==> config.mk <==
export PLATFORM = sky130hd
export DESIGN_NAME = mem_arbiter
export DESIGN_NICKNAME = d
export VERILOG_FILES = /design/src/rtl/mem_arbiter.sv
export SDC_FILE = /design/constraint.sdc
export NUM_CORES = 1
export LEC_CHECK = 0
export BUFFER_PORTS_ARGS = -buffer_cell sky130_fd_sc_hd__buf_2
export CORE_AREA = 2 2 165 167
export CTS_CLUSTER_SIZE = 8
export DETAILED_ROUTE_END_ITERATION = 16
export DIE_AREA = 0 0 167 169
export PLACE_DENSITY = 0.72
export RECOVER_POWER = 50
export SYNTH_ARGS = -nofsm -noshare
export SYNTH_HDL_FRONTEND = slang
export SYNTH_SLANG_ARGS = --single-unit
==> constraint.sdc <==
create_clock -name CLK -period 2.25 [get_ports CLK]
set_input_delay 0.675 -clock CLK [delete_from_list [all_inputs] [get_ports CLK]]
set_output_delay 0.675 -clock CLK [all_outputs]
set_load 0.005 [all_outputs]
==> src/rtl/mem_arbiter.sv <==
// Round-robin arbiter sharing one memory port between instruction fetch (IF)
// and data access (DM); each access runs IDLE -> ISSUE -> WAIT -> RESP.
module mem_arbiter #(
  parameter int ADDR_W = 32,
  parameter int DATA_W = 64,
  parameter int LAT    = 2
) (
  input  logic              CLK,
  input  logic              RESET_N,
  input  logic              IF_REQ,
  input  logic [ADDR_W-1:0] IF_ADDR,
  output logic              IF_ACK,
  output logic [DATA_W-1:0] IF_RDATA,
  input  logic              DM_REQ,
  input  logic              DM_WR,
  input  logic [ADDR_W-1:0] DM_ADDR,
  input  logic [DATA_W-1:0] DM_WDATA,
  output logic              DM_ACK,
  output logic [DATA_W-1:0] DM_RDATA,
  output logic [ADDR_W-1:0] MEM_ADDR,
  output logic              MEM_WR,
  output logic [DATA_W-1:0] MEM_DATAIN,
  input  logic [DATA_W-1:0] MEM_DATAOUT,
  output logic              BUSY,
  output logic [1:0]        STATE
);

  localparam int CNT_W = (LAT > 1) ? $clog2(LAT) : 1;

  typedef enum logic [1:0] {
    S_IDLE  = 2'd0,
    S_ISSUE = 2'd1,
    S_WAIT  = 2'd2,
    S_RESP  = 2'd3
  } state_e;

  typedef enum logic {
    GNT_IF = 1'b0,
    GNT_DM = 1'b1
  } gnt_e;

  state_e            state_q, state_d;
  gnt_e              gnt_q, gnt_d;
  gnt_e              last_gnt_q, last_gnt_d;
  logic              wr_q, wr_d;
  logic [ADDR_W-1:0] addr_q, addr_d;
  logic [DATA_W-1:0] wdata_q, wdata_d;
  logic [CNT_W-1:0]  cnt_q, cnt_d;
  logic [DATA_W-1:0] if_rdata_q, if_rdata_d;
  logic [DATA_W-1:0] dm_rdata_q, dm_rdata_d;

  // NOTE: state registers use non-blocking assignments so every flop samples
  // the pre-edge value of its neighbours, independent of statement order.
  always_ff @(posedge CLK or negedge RESET_N) begin
    if (!RESET_N) begin
      state_q    <= S_IDLE;
      gnt_q      <= GNT_IF;
      last_gnt_q <= GNT_DM;
      wr_q       <= 1'b0;
      addr_q     <= '0;
      wdata_q    <= '0;
      cnt_q      <= '0;
      if_rdata_q <= '0;
      dm_rdata_q <= '0;
    end else begin
      state_q    <= state_d;
      gnt_q      <= gnt_d;
      last_gnt_q <= last_gnt_d;
      wr_q       <= wr_d;
      addr_q     <= addr_d;
      wdata_q    <= wdata_d;
      cnt_q      <= cnt_d;
      if_rdata_q <= if_rdata_d;
      dm_rdata_q <= dm_rdata_d;
    end
  end

  // NOTE: every signal gets a hold default before the case so no path leaves
  // one unassigned, which would otherwise infer a latch.
  always_comb begin
    state_d    = state_q;
    gnt_d      = gnt_q;
    last_gnt_d = last_gnt_q;
    wr_d       = wr_q;
    addr_d     = addr_q;
    wdata_d    = wdata_q;
    cnt_d      = cnt_q;
    if_rdata_d = if_rdata_q;
    dm_rdata_d = dm_rdata_q;
    unique case (state_q)
      S_IDLE: begin
        if (IF_REQ || DM_REQ) begin
          if (IF_REQ && DM_REQ) gnt_d = (last_gnt_q == GNT_DM) ? GNT_IF : GNT_DM;
          else                  gnt_d = IF_REQ ? GNT_IF : GNT_DM;
          last_gnt_d = gnt_d;
          // Write data is only captured for DM; fetches leave MEM_DATAIN as is.
          if (gnt_d == GNT_DM) begin
            addr_d  = DM_ADDR;
            wr_d    = DM_WR;
            wdata_d = DM_WDATA;
          end else begin
            addr_d  = IF_ADDR;
            wr_d    = 1'b0;
          end
          state_d = S_ISSUE;
        end
      end
      S_ISSUE: begin
        cnt_d   = CNT_W'(LAT - 1);
        state_d = (LAT == 1) ? S_RESP : S_WAIT;
      end
      S_WAIT: begin
        cnt_d = cnt_q - CNT_W'(1);
        if (cnt_q == CNT_W'(1)) state_d = S_RESP;
      end
      S_RESP: begin
        if (!wr_q) begin
          if (gnt_q == GNT_IF) if_rdata_d = MEM_DATAOUT;
          else                 dm_rdata_d = MEM_DATAOUT;
        end
        state_d = S_IDLE;
      end
      default: state_d = S_IDLE;
    endcase
  end

  assign IF_ACK     = (state_q == S_RESP) && (gnt_q == GNT_IF);
  assign DM_ACK     = (state_q == S_RESP) && (gnt_q == GNT_DM);
  // Read data is forwarded straight from memory during RESP.
  assign IF_RDATA   = (IF_ACK && !wr_q) ? MEM_DATAOUT : if_rdata_q;
  assign DM_RDATA   = (DM_ACK && !wr_q) ? MEM_DATAOUT : dm_rdata_q;
  assign MEM_ADDR   = addr_q;
  assign MEM_WR     = (state_q == S_ISSUE) && wr_q;
  assign MEM_DATAIN = wdata_q;
  assign BUSY       = (state_q != S_IDLE);
  assign STATE      = state_q;

endmodule

==> flow_summary.yaml, run 1 <==
layout:
  drive_above_1_share_pct: 68.8
  fillers: 2090
  fin_nets: 1437
  area_growth_pct: 42.7
  utilization_pct: 58.2
synthesis:
  synth_common_cells: "272 x mux2_2, 229 x dfrtp_1, 49 x mux2_4"
  synth-edff-count: 0
  synth.ff_latch_count: 230
  synthMostInstantiatedCell: "mux2_2"
  synth.distinct_cells: 27
  yosys_most_used_dff: "dfrtp_1"
  netlist_instances: 765
  synth_largest_area_cell: "dfrtp_1"
  synthArstFlopShare_pct: 100
  synth_area_per_cell_sq_um: 14.1
  synth_area_sq_um: 10800
  yosysWarnings: 0
  yosysTopAreaCellShare_pct: 53.1
  synth_area_leaders: "dfrtp_1 53%, mux2_2 28%, mux2_4 6.8%"
  synth_sequential_area_ratio_pct: 53.3
  synth_nets: 967
routing:
  routedWlPerCell_microns: 19.2
  drt_iter0_markers: 409
  wl_microns: 30500
  dr_total_vias: 8174
  first_pass_iters: 4
  routed_via_density: 5.16
  final_antenna_net_count: 0
  drc_errors: 0
clock_network:
  cts_inserted_buffers: 34
  clock-root-buffer: "clkbuf_16"
  cts_sinks: 230
  path_clk_slew_ns: 0.06
  htreeDepth: 2
  cts_hold_buf: 0
  clkLatencyLatePin_ns: 0.49
  clock_path_buffers: 3
  cts_tree: "done"
sta:
  final.setup_skew_ns: 0.00948
  drv_slew: 34
  relSlewSlack_pct: -35.8
  rsz0062_at_grt: "true"
  setup_viol: 128
  worst_pin_slew_ns: 2.04
  max_freq_ghz: 0.358
  fin_ws_ns: -0.540
  post-route-period-util_pct: 124
  final_hold_viol_count: 0
  final.min_clock_period_ns: 2.79
setup_path:
  critPathTopFamily: "buffers and inverters"
  crit_buf_inv: 3
  path_cells: "ha_2 > nor3b_2 > buf_6 > buf_16 > mux2_2 > buf_2"
  cp.arrival_ns: 2.12
  crit_required_ns: 1.57
  worstSetupPathType: "reg -> out"
  startpoint_type: "flip-flop"
  path_max_fanout: 22
  cp-end-kind: "output pin"
  critPathSlowestCell: "dfrtp_1"
  critPathMaxStageDelay_ns: 0.36
place:
  place_congestion: 0.812
  port_buffers: 426
  dp_hpwl_microns: 21300
global_route:
  grt.total_usage_pct: 20.8
  grt_max_degree: 55
  grt_pass1_wl_microns: 46700
  overflow: 0
  grt_pass1_vias: 8453
  antenna_found_initial: 4
floorplan:
  core_sq_um: 26500
  die_h_microns: 169
  initial_core_util_pct: 40.8
  die_area_sq_um: 28200
  fp.dieW_microns: 167
  num_io_pins: 427
  fp-row-count: 60
outcome:
  status: "complete, but fails checks"
  failed_checks: "capacitance limit, slew limit, setup timing"
power:
  finalPower_uw: 24000
  leakagePower_uw: 0.00742
  ir_worst_vdd_uv: 937
  cellPowerDensity_nw_per_um2: 1560
job:
  drv_cap: 1
min_path:
  hp-class: "in -> reg"
-- power breakdown --
part | switching, uW | leakage, uW | total (uW) | internal, uW
clock | 1700 | 0.000444 | 4470 | 2770
combinational | 4470 | 0.00428 | 12100 | 7630
sequential | 1140 | 0.00269 | 7450 | 6310
total | 7310 | 0.00742 | 24000 | 16700
-- stage by stage --
step	TNS [ns]	hold slack, ns	std cells	cell area [sq um]	worst slack (ns)
floorplan	0	0.379	765	10800	0.0196
global placement	0	0.481	1526	13500	0.000305
detailed placement	-0.944	0.487	1526	13500	-0.0383
CTS	-64.58	0.0445	1583	15000	-0.574
global route	-100.28	0.392	1584	15400	-0.613
finish	-58.50	0.417	1585	15400	-0.540
-- cell families after synthesis --
kind of cell / synth area share [%]
AOI/OAI and AO/OA: 5.53
adders and majority gates: 0.579
buffers and inverters: 3.68
DFF: 53.3
muxes: 35.2
and+or+nand+nor: 1.73
-- sequential cells by signal (all words and copies together) (netlist names) --
register    cells
MEM_DATAIN     64
last_gnt_q      1
wr_q            1
MEM_ADDR       32
STATE           2
dm_rdata_q     64
if_rdata_q     64
gnt_q           1
cnt_q           1
-- metal layers --
metal	GRT usage (%)	vias to the layer above	wire length, microns
li1	-	3709	-
met1	24.7	4031	11700
met2	36.1	357	15700
met3	5.54	73	2150
met4	8.13	4	971
met5	0	-	27
-- cells in the final DEF, fill, tap and decap left out, types with 2 or more instances in the layout --
cell type	n
buf_6	83
nor2_1	34
mux2_4	133
o21ai_0	32
buf_16	4
a31oi_1	34
a21oi_1	33
buf_12	8
dfrtp_1	229
diode_2	2
inv_4	2
clkbuf_16	35
buf_2	350
ha_2	2
inv_1	3
clkbuf_1	11
ha_1	2
buf_4	39
mux2_2	188
o21a_1	2
-- area by class of cell --
class	instances	area (sq um)	share of cell area [%]
repair buffers	490	3300	21.4
diodes	2	5.00	0.0325
multi-input cells	474	4990	32.4
flip-flops and latches	230	5760	37.3
inverters	5	23.8	0.154
clock inverters	1	8.76	0.0568
well taps	341	427	2.77
clock buffers	42	902	5.85
-- path summary, 6_finish.rpt --
path	cells past startpoint	slack (ns)	endpoint	start
worst max-delay path	6	-0.54	IF_RDATA[28]	STATE[1]$_DFFE_PN0P_
worst min-delay path	2	0.42	MEM_DATAIN[50]$_DFFE_PN0P_	DM_WDATA[50]
worst max register to register	9	0.18	MEM_DATAIN[25]$_DFFE_PN0P_	STATE[0]$_DFFE_PN0P_
worst min register to register	1	0.50	MEM_DATAIN[60]$_DFFE_PN0P_	MEM_DATAIN[60]$_DFFE_PN0P_
max in group asynchronous	2	0.10	last_gnt_q$_DFFE_PN1P_	RESET_N
min in group asynchronous	1	0.76	dm_rdata_q[43]$_DFFE_PN0P_	RESET_N
-- what timing repair did --
item,in CTS,in global routing
gates cloned,3,0
pin swaps,1,2
resized for setup,80,100
endpoints found under the setup margin,129,130
buffers inserted,12,4
No activity file was read; power rests on OpenSTA's default activity.
==> inputs of run 2 (changes only) <==
--- a/config.mk
+++ b/config.mk
@@ -6,11 +6,12 @@
 export NUM_CORES = 1
 export LEC_CHECK = 0
 export BUFFER_PORTS_ARGS = -buffer_cell sky130_fd_sc_hd__buf_2
-export CORE_AREA = 2 2 165 167
+export CORE_AREA = 2 2 166 168
+export CTS_BUF_LIST = sky130_fd_sc_hd__clkbuf_4
 export CTS_CLUSTER_SIZE = 8
 export DETAILED_ROUTE_END_ITERATION = 16
-export DIE_AREA = 0 0 167 169
-export PLACE_DENSITY = 0.72
+export DIE_AREA = 0 0 168 170
+export PLACE_DENSITY = 0.71
 export RECOVER_POWER = 50
 export SYNTH_ARGS = -nofsm -noshare
 export SYNTH_HDL_FRONTEND = slang
==> flow_summary.yaml, run 2 (synthesis gave the netlist of run 1 again) <==
global_route:
  grt.total_usage_pct: 20.5
  grt_max_degree: 67
  antenna_found_initial: 4
  overflow: 0
  grt_pass1_wl_microns: 46600
  grt_pass1_vias: 8611
routing:
  drt_iter0_markers: 331
  routedWlPerCell_microns: 18.6
  routed_via_density: 4.98
  wl_microns: 31100
  first_pass_iters: 5
  drc_errors: 0
  dr_total_vias: 8326
  final_antenna_net_count: 0
floorplan:
  core_sq_um: 26700
  initial_core_util_pct: 40.5
  fp.dieW_microns: 168
  num_io_pins: 427
  fp-row-count: 60
  die_h_microns: 170
  die_area_sq_um: 28600
layout:
  postLayoutCellArea_sq_um: 15500
  fin_nets: 1484
  final_common_cell: "buf_2"
  area_growth_pct: 43.5
  fillers: 2166
  final_cell_mix: "349 x buf_2, 229 x dfrtp_1, 197 x mux2_2"
  utilization_pct: 58.1
  drive_above_1_share_pct: 70.1
clock_network:
  cts_inserted_buffers: 61
  cts_sinks: 230
  clock_path_buffers: 3
  clock-root-buffer: "clkbuf_4"
  clkLatencyLatePin_ns: 0.70
  cts_tree: "done"
  path_clk_slew_ns: 0.07
  htreeDepth: 2
sta:
  relSlewSlack_pct: 25.2
  rsz0062_at_grt: "true"
  fin_ws_ns: -0.745
  whs_ns: 0.196
  worst_pin_slew_ns: 1.12
  final.setup_skew_ns: 0.0491
  max_freq_ghz: 0.334
  final.min_clock_period_ns: 3.00
  fin_setup_tns_ns: -83.04
  post-route-period-util_pct: 133
  drv_slew: 0
  final_hold_viol_count: 0
  setup_viol: 131
power:
  seq_power_share_pct: 31.6
  pwr-share-clk_pct: 16.2
  p_int_uw: 16100
  leakagePower_uw: 0.00753
  cellPowerDensity_nw_per_um2: 1520
  power.net_switching_uw: 7450
  power_frac_comb_pct: 52.1
  ir_worst_vdd_uv: 905
  switching_share_pct: 31.6
place:
  postPlaceCellArea_sq_um: 13600
  place_congestion: 0.808
  dp_hpwl_microns: 21500
  port_buffers: 426
setup_path:
  worstSetupPathType: "reg -> out"
  crit_required_ns: 1.57
  reg2reg_slack_ns: 0.25
  timing.rr.end: "MEM_DATAIN[39]$_DFFE_PN0P_"
  startpoint_type: "flip-flop"
  reg2reg_depth: 8
  path_max_fanout: 9
  cp-end-kind: "output pin"
  reg2reg_from: "STATE[0]$_DFFE_PN0P_"
  cp.arrival_ns: 2.32
outcome:
  failed_checks: "setup timing"
  status: "complete, but fails checks"
min_path:
  hp-class: "in -> reg"
  min-delay-start: "DM_WDATA[11]"
  whs_path_depth: 2
  min_to: "MEM_DATAIN[11]$_DFFE_PN0P_"
job:
  drv_cap: 0
## run 2: cell types whose count changed in the layout (fill, tap and decap cells not counted), moves of 5 or more
cell       before  now
clkbuf_1       11    6
mux2_2        188  197
buf_6          83   88
clkbuf_4        1   93
clkbuf_16      35    4
clkinv_1        0   15
buf_4          39   45
mux2_4        133  124
## run 2: worst max-delay path by stage
stage	to	from	cells after the start
final	IF_RDATA[27]	STATE[1]$_DFFE_PN0P_	6
after global routing	IF_RDATA[27]	STATE[0]$_DFFE_PN0P_	6
after CTS	IF_RDATA[34]	STATE[0]$_DFFE_PN0P_	6
after detailed placement	IF_RDATA[19]	STATE[0]$_DFFE_PN0P_	6
after global placement	IF_RDATA[28]	STATE[0]$_DFFE_PN0P_	6
after floorplan	IF_RDATA[43]	STATE[0]$_DFFE_PN0P_	5
## run 2: worst max-delay path, stage by stage (launching register included)
cell	delay, ns
dfrtp_1	0.37
ha_2	0.20
nor3b_4	0.22
buf_6	0.20
buf_4	0.18
mux2_2	0.35
buf_2	0.13
## run 2: timing repair
action / in CTS / in global routing
endpoints found under the hold margin: 55 / 0
cloned: 1 / 4
setup buffers: 16 / 5
endpoints found under the setup margin: 132 / 132
gates resized for setup: 110 / 70
hold buffers: 1 / 0
## run 2: power groups by stage
stage	Combinational, uW	Clock, uW	Sequential (uW)
3_5_place_dp	10100	0	7410
2_1_floorplan	5980	0	7260
4_1_cts	11400	3970	7400
5_1_grt	13100	4180	7690
3_3_place_gp	9890	0	7350
6_report	12300	3830	7460
## run 2: routing by layer
| metal | wire length, microns | share of wire (%) | track usage [%] |
|---|---|---|---|
| met4 | 1050 | 3.4 | 8.43 |
| met2 | 16000 | 51 | 35.2 |
| met1 | 11800 | 38 | 24.1 |
| met5 | 13 | 0.042 | 0 |
| met3 | 2320 | 7.5 | 6.12 |
## run 2: cell type report
cell class	instances	area, sq um	share of cell area (%)
Clock buffer	91	683	4.41
Sequential cell	230	5760	37.2
Clock inverter	20	138	0.888
Timing Repair Buffer	510	3490	22.5
Tap cell	341	427	2.75
Multi-Input combinational cell	474	4970	32.1
Antenna cell	2	5.00	0.0323
Inverter	5	23.8	0.153
## run 2: through the flow
step,cells,setup WS (ns),total power [uW]
2_1_floorplan,765,0.0196,13200
3_3_place_gp,1537,0.00582,17200
3_5_place_dp,1537,-0.0339,17500
4_1_cts,1663,-0.758,22700
5_1_grt,1673,-0.886,25000
6_report,1673,-0.745,23600
